<file path="config.mk">
export PLATFORM = sky130hd
export DESIGN_NAME = hcsr04_echo_emulator
export DESIGN_NICKNAME = d
export VERILOG_FILES = /design/src/rtl/sbrm_pkg.sv /design/src/rtl/us_tick_gen.sv /design/src/rtl/hcsr04_echo_emulator.sv
export SDC_FILE = /design/constraint.sdc
export NUM_CORES = 1
export LEC_CHECK = 0
export CAP_MARGIN = 20
export CORE_MARGIN = 5
export CORE_UTILIZATION = 37
export CTS_BUF_LIST = sky130_fd_sc_hd__clkbuf_2
export CTS_CLUSTER_DIAMETER = 40
export DETAILED_ROUTE_END_ITERATION = 6
export GPL_TIMING_DRIVEN = 0
export SLEW_MARGIN = 20
export SYNTH_ARGS = -nofsm -noshare
export SYNTH_HDL_FRONTEND = slang
export SYNTH_SLANG_ARGS = --single-unit
</file>
<file path="constraint.sdc">
create_clock -name clk -period 4.8 [get_ports clk]
set_clock_uncertainty 0.2 [all_clocks]
set_input_delay 0.72 -clock clk [delete_from_list [all_inputs] [get_ports clk]]
set_output_delay 0.72 -clock clk [all_outputs]
set_load 0.05 [all_outputs]
</file>
<file path="src/rtl/sbrm_pkg.sv">
// Shared HC-SR04 link definitions: FSM encoding, timing defaults and clock-rate helpers,
// common to the echo emulator and the ultrasonic initiator.
package sbrm_pkg;

  localparam int unsigned HC_CLK_FREQ_HZ   = 50_000_000;
  localparam int unsigned HC_DIST_W        = 12;
  localparam int unsigned HC_TRIG_MIN_US   = 10;
  localparam int unsigned HC_TURNAROUND_US = 250;
  localparam int unsigned HC_US_PER_CM     = 58;
  localparam int unsigned HC_MAX_CM        = 400;
  localparam int unsigned HC_TIMEOUT_US    = 38000;
  localparam int unsigned HC_HOLDOFF_US    = 1000;
  localparam int unsigned US_CNT_W         = 16;

  typedef enum logic [2:0] {
    ST_IDLE    = 3'd0,
    ST_TRIG_HI = 3'd1,
    ST_BURST   = 3'd2,
    ST_ECHO    = 3'd3,
    ST_HOLDOFF = 3'd4
  } state_e;

  function automatic int unsigned clks_per_us(input int unsigned clk_freq_hz);
    return (clk_freq_hz < 1_000_000) ? 1 : clk_freq_hz / 1_000_000;
  endfunction

endpackage

</file>
<file path="src/rtl/us_tick_gen.sv">
// Microsecond prescaler: one-cycle tick every CLKS_PER_US clocks, realigned by restart_i so
// a freshly entered state always gets a full first microsecond.
module us_tick_gen #(
  parameter int unsigned CLKS_PER_US = 50
) (
  input  logic clk,
  input  logic rst,
  input  logic restart_i,
  output logic tick_o
);

  localparam int unsigned CNT_W = (CLKS_PER_US > 1) ? $clog2(CLKS_PER_US) : 1;
  localparam logic [CNT_W-1:0] LAST = CNT_W'(CLKS_PER_US - 1);

  logic [CNT_W-1:0] cnt_q, cnt_d;

  always_comb begin
    cnt_d = cnt_q + 1'b1;
    if (restart_i || (cnt_q == LAST)) begin
      cnt_d = '0;
    end
  end

  always_ff @(posedge clk) begin
    if (rst) begin
      cnt_q <= '0;
    end else begin
      cnt_q <= cnt_d;
    end
  end

  assign tick_o = (cnt_q == LAST);

endmodule

</file>
<file path="src/rtl/hcsr04_echo_emulator.sv">
// HC-SR04 responder: validates a trigger pulse, waits the acoustic turnaround, then returns an
// echo whose width encodes the programmed distance, followed by a dead time.
module hcsr04_echo_emulator
  import sbrm_pkg::*;
#(
  parameter int unsigned CLK_FREQ_HZ   = HC_CLK_FREQ_HZ,
  parameter int unsigned DIST_W        = HC_DIST_W,
  parameter int unsigned TRIG_MIN_US   = HC_TRIG_MIN_US,
  parameter int unsigned TURNAROUND_US = HC_TURNAROUND_US,
  parameter int unsigned US_PER_CM     = HC_US_PER_CM,
  parameter int unsigned MAX_CM        = HC_MAX_CM,
  parameter int unsigned TIMEOUT_US    = HC_TIMEOUT_US,
  parameter int unsigned HOLDOFF_US    = HC_HOLDOFF_US
) (
  input  logic              clk,
  input  logic              rst,
  input  logic              trig,
  input  logic [DIST_W-1:0] distance_cm,
  output logic              echo,
  output logic              busy,
  output logic              trig_err,
  output logic              out_of_range
);

  localparam int unsigned CLKS_PER_US  = clks_per_us(CLK_FREQ_HZ);
  localparam int unsigned TRIG_MIN_CYC = TRIG_MIN_US * CLKS_PER_US;
  localparam int unsigned HI_W         = $clog2(TRIG_MIN_CYC + 1);
  localparam int unsigned PROD_W       = DIST_W + 7;
  localparam logic [HI_W-1:0] HI_MAX   = HI_W'(TRIG_MIN_CYC);

  state_e                state_q, state_d;
  logic                  trig_meta_q, trig_s_q, trig_prev_q;
  logic [HI_W-1:0]       hi_cnt_q, hi_cnt_d;
  logic [US_CNT_W-1:0]   us_cnt_q, us_cnt_d;
  logic [US_CNT_W-1:0]   width_q, width_d;
  logic                  oor_q, oor_d;
  logic                  trig_err_q, trig_err_d;
  logic                  echo_q;
  logic                  tick;
  logic                  trig_rise;
  logic                  last_us;
  logic                  in_range;
  logic [PROD_W-1:0]     prod;
  logic [US_CNT_W-1:0]   width_calc;

  assign trig_rise  = trig_s_q && !trig_prev_q;
  assign last_us    = tick && (us_cnt_q == US_CNT_W'(1));
  assign prod       = PROD_W'(distance_cm) * PROD_W'(US_PER_CM);
  assign in_range   = (distance_cm != '0) && (32'(distance_cm) <= MAX_CM);
  assign width_calc = in_range ? US_CNT_W'(prod) : US_CNT_W'(TIMEOUT_US);

  us_tick_gen #(
    .CLKS_PER_US(CLKS_PER_US)
  ) u_tick (
    .clk      (clk),
    .rst      (rst),
    .restart_i(state_d != state_q),
    .tick_o   (tick)
  );

  always_comb begin
    state_d    = state_q;
    hi_cnt_d   = hi_cnt_q;
    us_cnt_d   = us_cnt_q;
    width_d    = width_q;
    oor_d      = oor_q;
    trig_err_d = 1'b0;
    unique case (state_q)
      ST_IDLE: begin
        // The rise cycle itself counts, so a pulse of exactly TRIG_MIN_US is accepted.
        if (trig_rise) begin
          state_d  = ST_TRIG_HI;
          hi_cnt_d = HI_W'(1);
        end
      end
      ST_TRIG_HI: begin
        if (trig_s_q) begin
          if (hi_cnt_q != HI_MAX) hi_cnt_d = hi_cnt_q + 1'b1;
        end else if (hi_cnt_q < HI_MAX) begin
          trig_err_d = 1'b1;
          state_d    = ST_IDLE;
        end else begin
          width_d  = width_calc;
          oor_d    = !in_range;
          us_cnt_d = US_CNT_W'(TURNAROUND_US);
          state_d  = ST_BURST;
        end
      end
      ST_BURST: begin
        if (last_us) begin
          us_cnt_d = width_q;
          state_d  = ST_ECHO;
        end else if (tick) begin
          us_cnt_d = us_cnt_q - 1'b1;
        end
      end
      ST_ECHO: begin
        if (last_us) begin
          us_cnt_d = US_CNT_W'(HOLDOFF_US);
          state_d  = ST_HOLDOFF;
        end else if (tick) begin
          us_cnt_d = us_cnt_q - 1'b1;
        end
      end
      ST_HOLDOFF: begin
        if (last_us) begin
          state_d = ST_IDLE;
        end else if (tick) begin
          us_cnt_d = us_cnt_q - 1'b1;
        end
      end
      default: state_d = ST_IDLE;
    endcase
  end

  always_ff @(posedge clk) begin
    if (rst) begin
      state_q     <= ST_IDLE;
      trig_meta_q <= 1'b0;
      trig_s_q    <= 1'b0;
      trig_prev_q <= 1'b0;
      hi_cnt_q    <= '0;
      us_cnt_q    <= '0;
      width_q     <= '0;
      oor_q       <= 1'b0;
      trig_err_q  <= 1'b0;
      echo_q      <= 1'b0;
    end else begin
      state_q     <= state_d;
      trig_meta_q <= trig;
      trig_s_q    <= trig_meta_q;
      trig_prev_q <= trig_s_q;
      hi_cnt_q    <= hi_cnt_d;
      us_cnt_q    <= us_cnt_d;
      width_q     <= width_d;
      oor_q       <= oor_d;
      trig_err_q  <= trig_err_d;
      echo_q      <= (state_d == ST_ECHO);
    end
  end

  assign echo         = echo_q;
  assign busy         = (state_q != ST_IDLE);
  assign trig_err     = trig_err_q;
  assign out_of_range = oor_q;

endmodule

</file>
==> metrics.md <==
| Metric | Value |
|---|---|
| Post-synthesis compound-gate area fraction | 0.1734 |
| HP Start | trig_meta_q$_SDFF_PP0_ |
| I/O pins | 19 |
| # hold bufs at CTS | 0 |
| Gr usage total | 0.1570 |
| DRT Pass-1 Iters | 6 |
| Clk root buf | clkbuf_2 |
| Synth warn | 0 |
| WL/cell | 16.00 um |
| Initial core utilization | 0.3797 |
| Hold path depth | 1 |
| Actual slew at the worst max-slew pin | 0.6862 ns |
| Hold Fails Final Rpt | 0 |
| Syn_area_per_cell | 8.508 um^2 |
| Vias in the first global route | 3,750 |
| H-Tree Depth | 2 |
| Setup_tns | 0 ns |
| Die area | 14,090 um^2 |
| Vias/cell | 5.523 |
| Cell Pwr Density | 225.9 nW/um^2 |
| First-pass GRT wire length | 18.57 mm |
| Final wirelength | 10.93 mm |
| Placed cell areas | 4722 um^2 |
| CP max FO | 4 |
| Hold endpoint | trig_s_q$_SDFF_PP0_ |
| Clock Tree Buf Depth | 2 |
| Port Buffers | 17 |
| Max Transition Viols Final | 0 |
| Fmax | 234.0 MHz |
| Post-synth top area cell | dfxtp_1 |
| Pin count of the biggest net entering global routing | 18 |
| Worst Reg-to-Reg Cells | 6 |
| Ys async rst share | 0 |
| RSZ-0062 raised after global routing | no |
| Fill cells | 1,217 |
| Share of the synthesized area in the top cell type | 0.2518 |
| Nets | 617 |
| Post-cts repair resize count | 0 |
| Worst flop-to-flop path endpoint | u_tick.cnt_q[2]$_SDFF_PP0_ |
| Register share of total power | 0.433 |
| First DRT Iteration DRCs | 294 |
| Main area contributors after synthesis | dfxtp_1, ha_1, fa_1, inv_1, nor2_1 |
| EDFF count, synth | 0 |
| Element type at the critical path end | flop |
| Combinational power share | 0.393 |
| Postcts setup bufs | 0 |
| Peak VDD IR | 0.08897 mV |
| Layout cell share with drive strength beyond 1 | 0.06308 |
| Max-slew headroom | 0.5407 |
| Fin crit share | 0.8903 |
| Routability cong. | 0.9253 |
| Cell area after layout | 4770 um^2 |
| CTS tree | done |
| Later-pin clock latency in the skew report | 0.48 ns |
| Setup Crit Path Kind | input pin to flop |
| Mapped cell area | 4373 um^2 |
| Synth Area in XOR/XNOR | 0.05207 |
| Site Rows | 39 |
| Class of the worst hold path | flop to flop |
| Dpl hpwl | 8.492 mm |
| Main combinational cell family by area after synthesis | simple AND/OR/NAND/NOR gates |
| Chip width | 118.7 um |
| Final setup fails | 0 |
| Synth cell count leaders | inv_1, dfxtp_1, nor2_1, ha_1, a21oi_1 |
| Simple logic cell fraction of the synthesized area | 0.2286 |
| Int Pwr | 685.3 uW |
| Die H | 118.7 um |
| Clock power frac | 0.174 |
| Synth-to-Final Area Change | 9.070% |
| Sequential-to-total area share from yosys stat | 0.2518 |
| Static leakage | 1.882 nW |
| Top FF cell, synth | dfxtp_1 |
| Flop2flop setup slack | 1.86 ns |
| Core box area | 11,520 um^2 |
| Psw | 392.3 uW |
| CP required | 5.01 ns |
| Switch share | 0.3640 |
| Post-Synth Adder-Cell Area | 0.2157 |
| Run status | completed |
| DRC Markers | 0 |
| Number of CTS-inserted buffers | 5 |
| Sinks on Clock Net | 55 |
| Cell with the most instances after synthesis | inv_1 |
| Yosys reg bits | 55 |
| Netlist cell types | 69 |
| CP arrival | 4.48 ns |
| Mapped Cells | 514 |
| Crit path launch type | input pin |
| Vias post-DR | 3,772 |
| Syn_nets | 593 |
| R2r startpoint | us_cnt_q[2]$_SDFFE_PP0P_ |
| GRT overflow | 0 |
| Clock Pin Slew Worst Setup and Hold Paths | 0.25 ns |
| Max cap viols | 0 |
| Initial antenna violation count | 1 |
| Remaining antenna violation count | 0 |
| Tmin final | 4.274 ns |
| Mux contribution to synthesized area | 0.002289 |
registers in the layout (all words and copies together) (netlist names):
register	count
trig_err	1
width_q	15
echo	1
trig_s_q	1
us_cnt_q	16
trig_prev_q	1
state_q	3
hi_cnt_q	9
u_tick.cnt_q	6
out_of_range	1
trig_meta_q	1
power groups by stage:
| stage | clock (mW) | combinational (mW) | sequential [mW] |
|---|---|---|---|
| floorplan | 0 | 0.334 | 0.474 |
| finish | 0.188 | 0.423 | 0.466 |
| global placement | 0 | 0.423 | 0.474 |
| detailed placement | 0 | 0.426 | 0.474 |
| global route | 0.212 | 0.491 | 0.468 |
| CTS | 0.194 | 0.430 | 0.466 |
layout make-up:
type	instances	area, um^2	area share
multi-input combinational	376	2939	0.6162
sequential	55	1101	0.2309
inverter	64	240.2	0.05037
tap	143	178.9	0.03751
timing repair buffer	17	170.2	0.03568
buffer	19	92.59	0.01941
clock buffer	5	25.02	0.005247
clock inverter	3	20.02	0.004197
antenna	1	2.502	0.0005247
layout by cell type, fill, tap and decap left out, drive strengths merged, types with 12 or more instances in the layout:
cell type and count:
inv 63, dfxtp 55, nor2 50, ha 45, a21oi 27, nand2 19
fa 19, o21ai 19, clkbuf 19, clkdlybuf4s50 17, nand3 15, xor2 14
nand4 14, nor3 14, xnor2 12
stage by stage:
stage                     hold WS (ns)  std cells    util  power [mW]  setup slack [ns]
final                           0.2651        683  0.4142       1.078            0.5264
after global routing            0.2917        683  0.4142       1.170            0.2909
after CTS                       0.2685        682  0.4140       1.090            0.4831
after detailed placement        0.2303        674  0.4100      0.9005          0.007484
after global placement          0.2230        674  0.4100      0.8969           0.05487
after floorplan                 0.2138        514       -      0.8075            0.8944
worst max-delay path: stages:
cell and delay [ns]:
clkdlybuf4s50_1 0.58, inv_1 0.11, fa_1 0.55, inv_1 0.05, ha_1 0.31, fa_1 0.46
ha_1 0.35, nor2b_1 0.18, o31ai_1 0.12, a21oi_1 0.22, a221oi_1 0.13, or4b_2 0.62
nand3_1 0.08
cells by family (layout without fill, tap and decap cells):
family	after synthesis	count (layout)
simple gates	174	174
compound gates	111	111
buf+inv	83	108
fa+ha+maj	64	64
flops	55	55
xor+xnor	26	26
mux	1	1
other cells	0	1
layer usage:
layer	part of all wire	global-route usage	wire length (um)	up-vias
met5	0	0	0	-
li1	-	-	-	1876
met3	0.056	0.02579	608	11
met2	0.46	0.2632	5077	98
met1	0.47	0.2113	5094	1787
met4	0.014	0.03838	149	0
how the worst max path moves through the flow:
stage               cells past startpoint  slack [ns]                  endpoint            from
floorplan                              14        0.89  width_q[14]$_SDFFE_PP0P_  distance_cm[3]
CTS                                    13        0.48  width_q[14]$_SDFFE_PP0P_  distance_cm[1]
finish                                 13        0.53  width_q[14]$_SDFFE_PP0P_  distance_cm[1]
global route                           13        0.29  width_q[14]$_SDFFE_PP0P_  distance_cm[1]
detailed placement                     13       0.007  width_q[14]$_SDFFE_PP0P_  distance_cm[1]
global placement                       13        0.05  width_q[14]$_SDFFE_PP0P_  distance_cm[1]
Power figures use the tool's default switching activity.
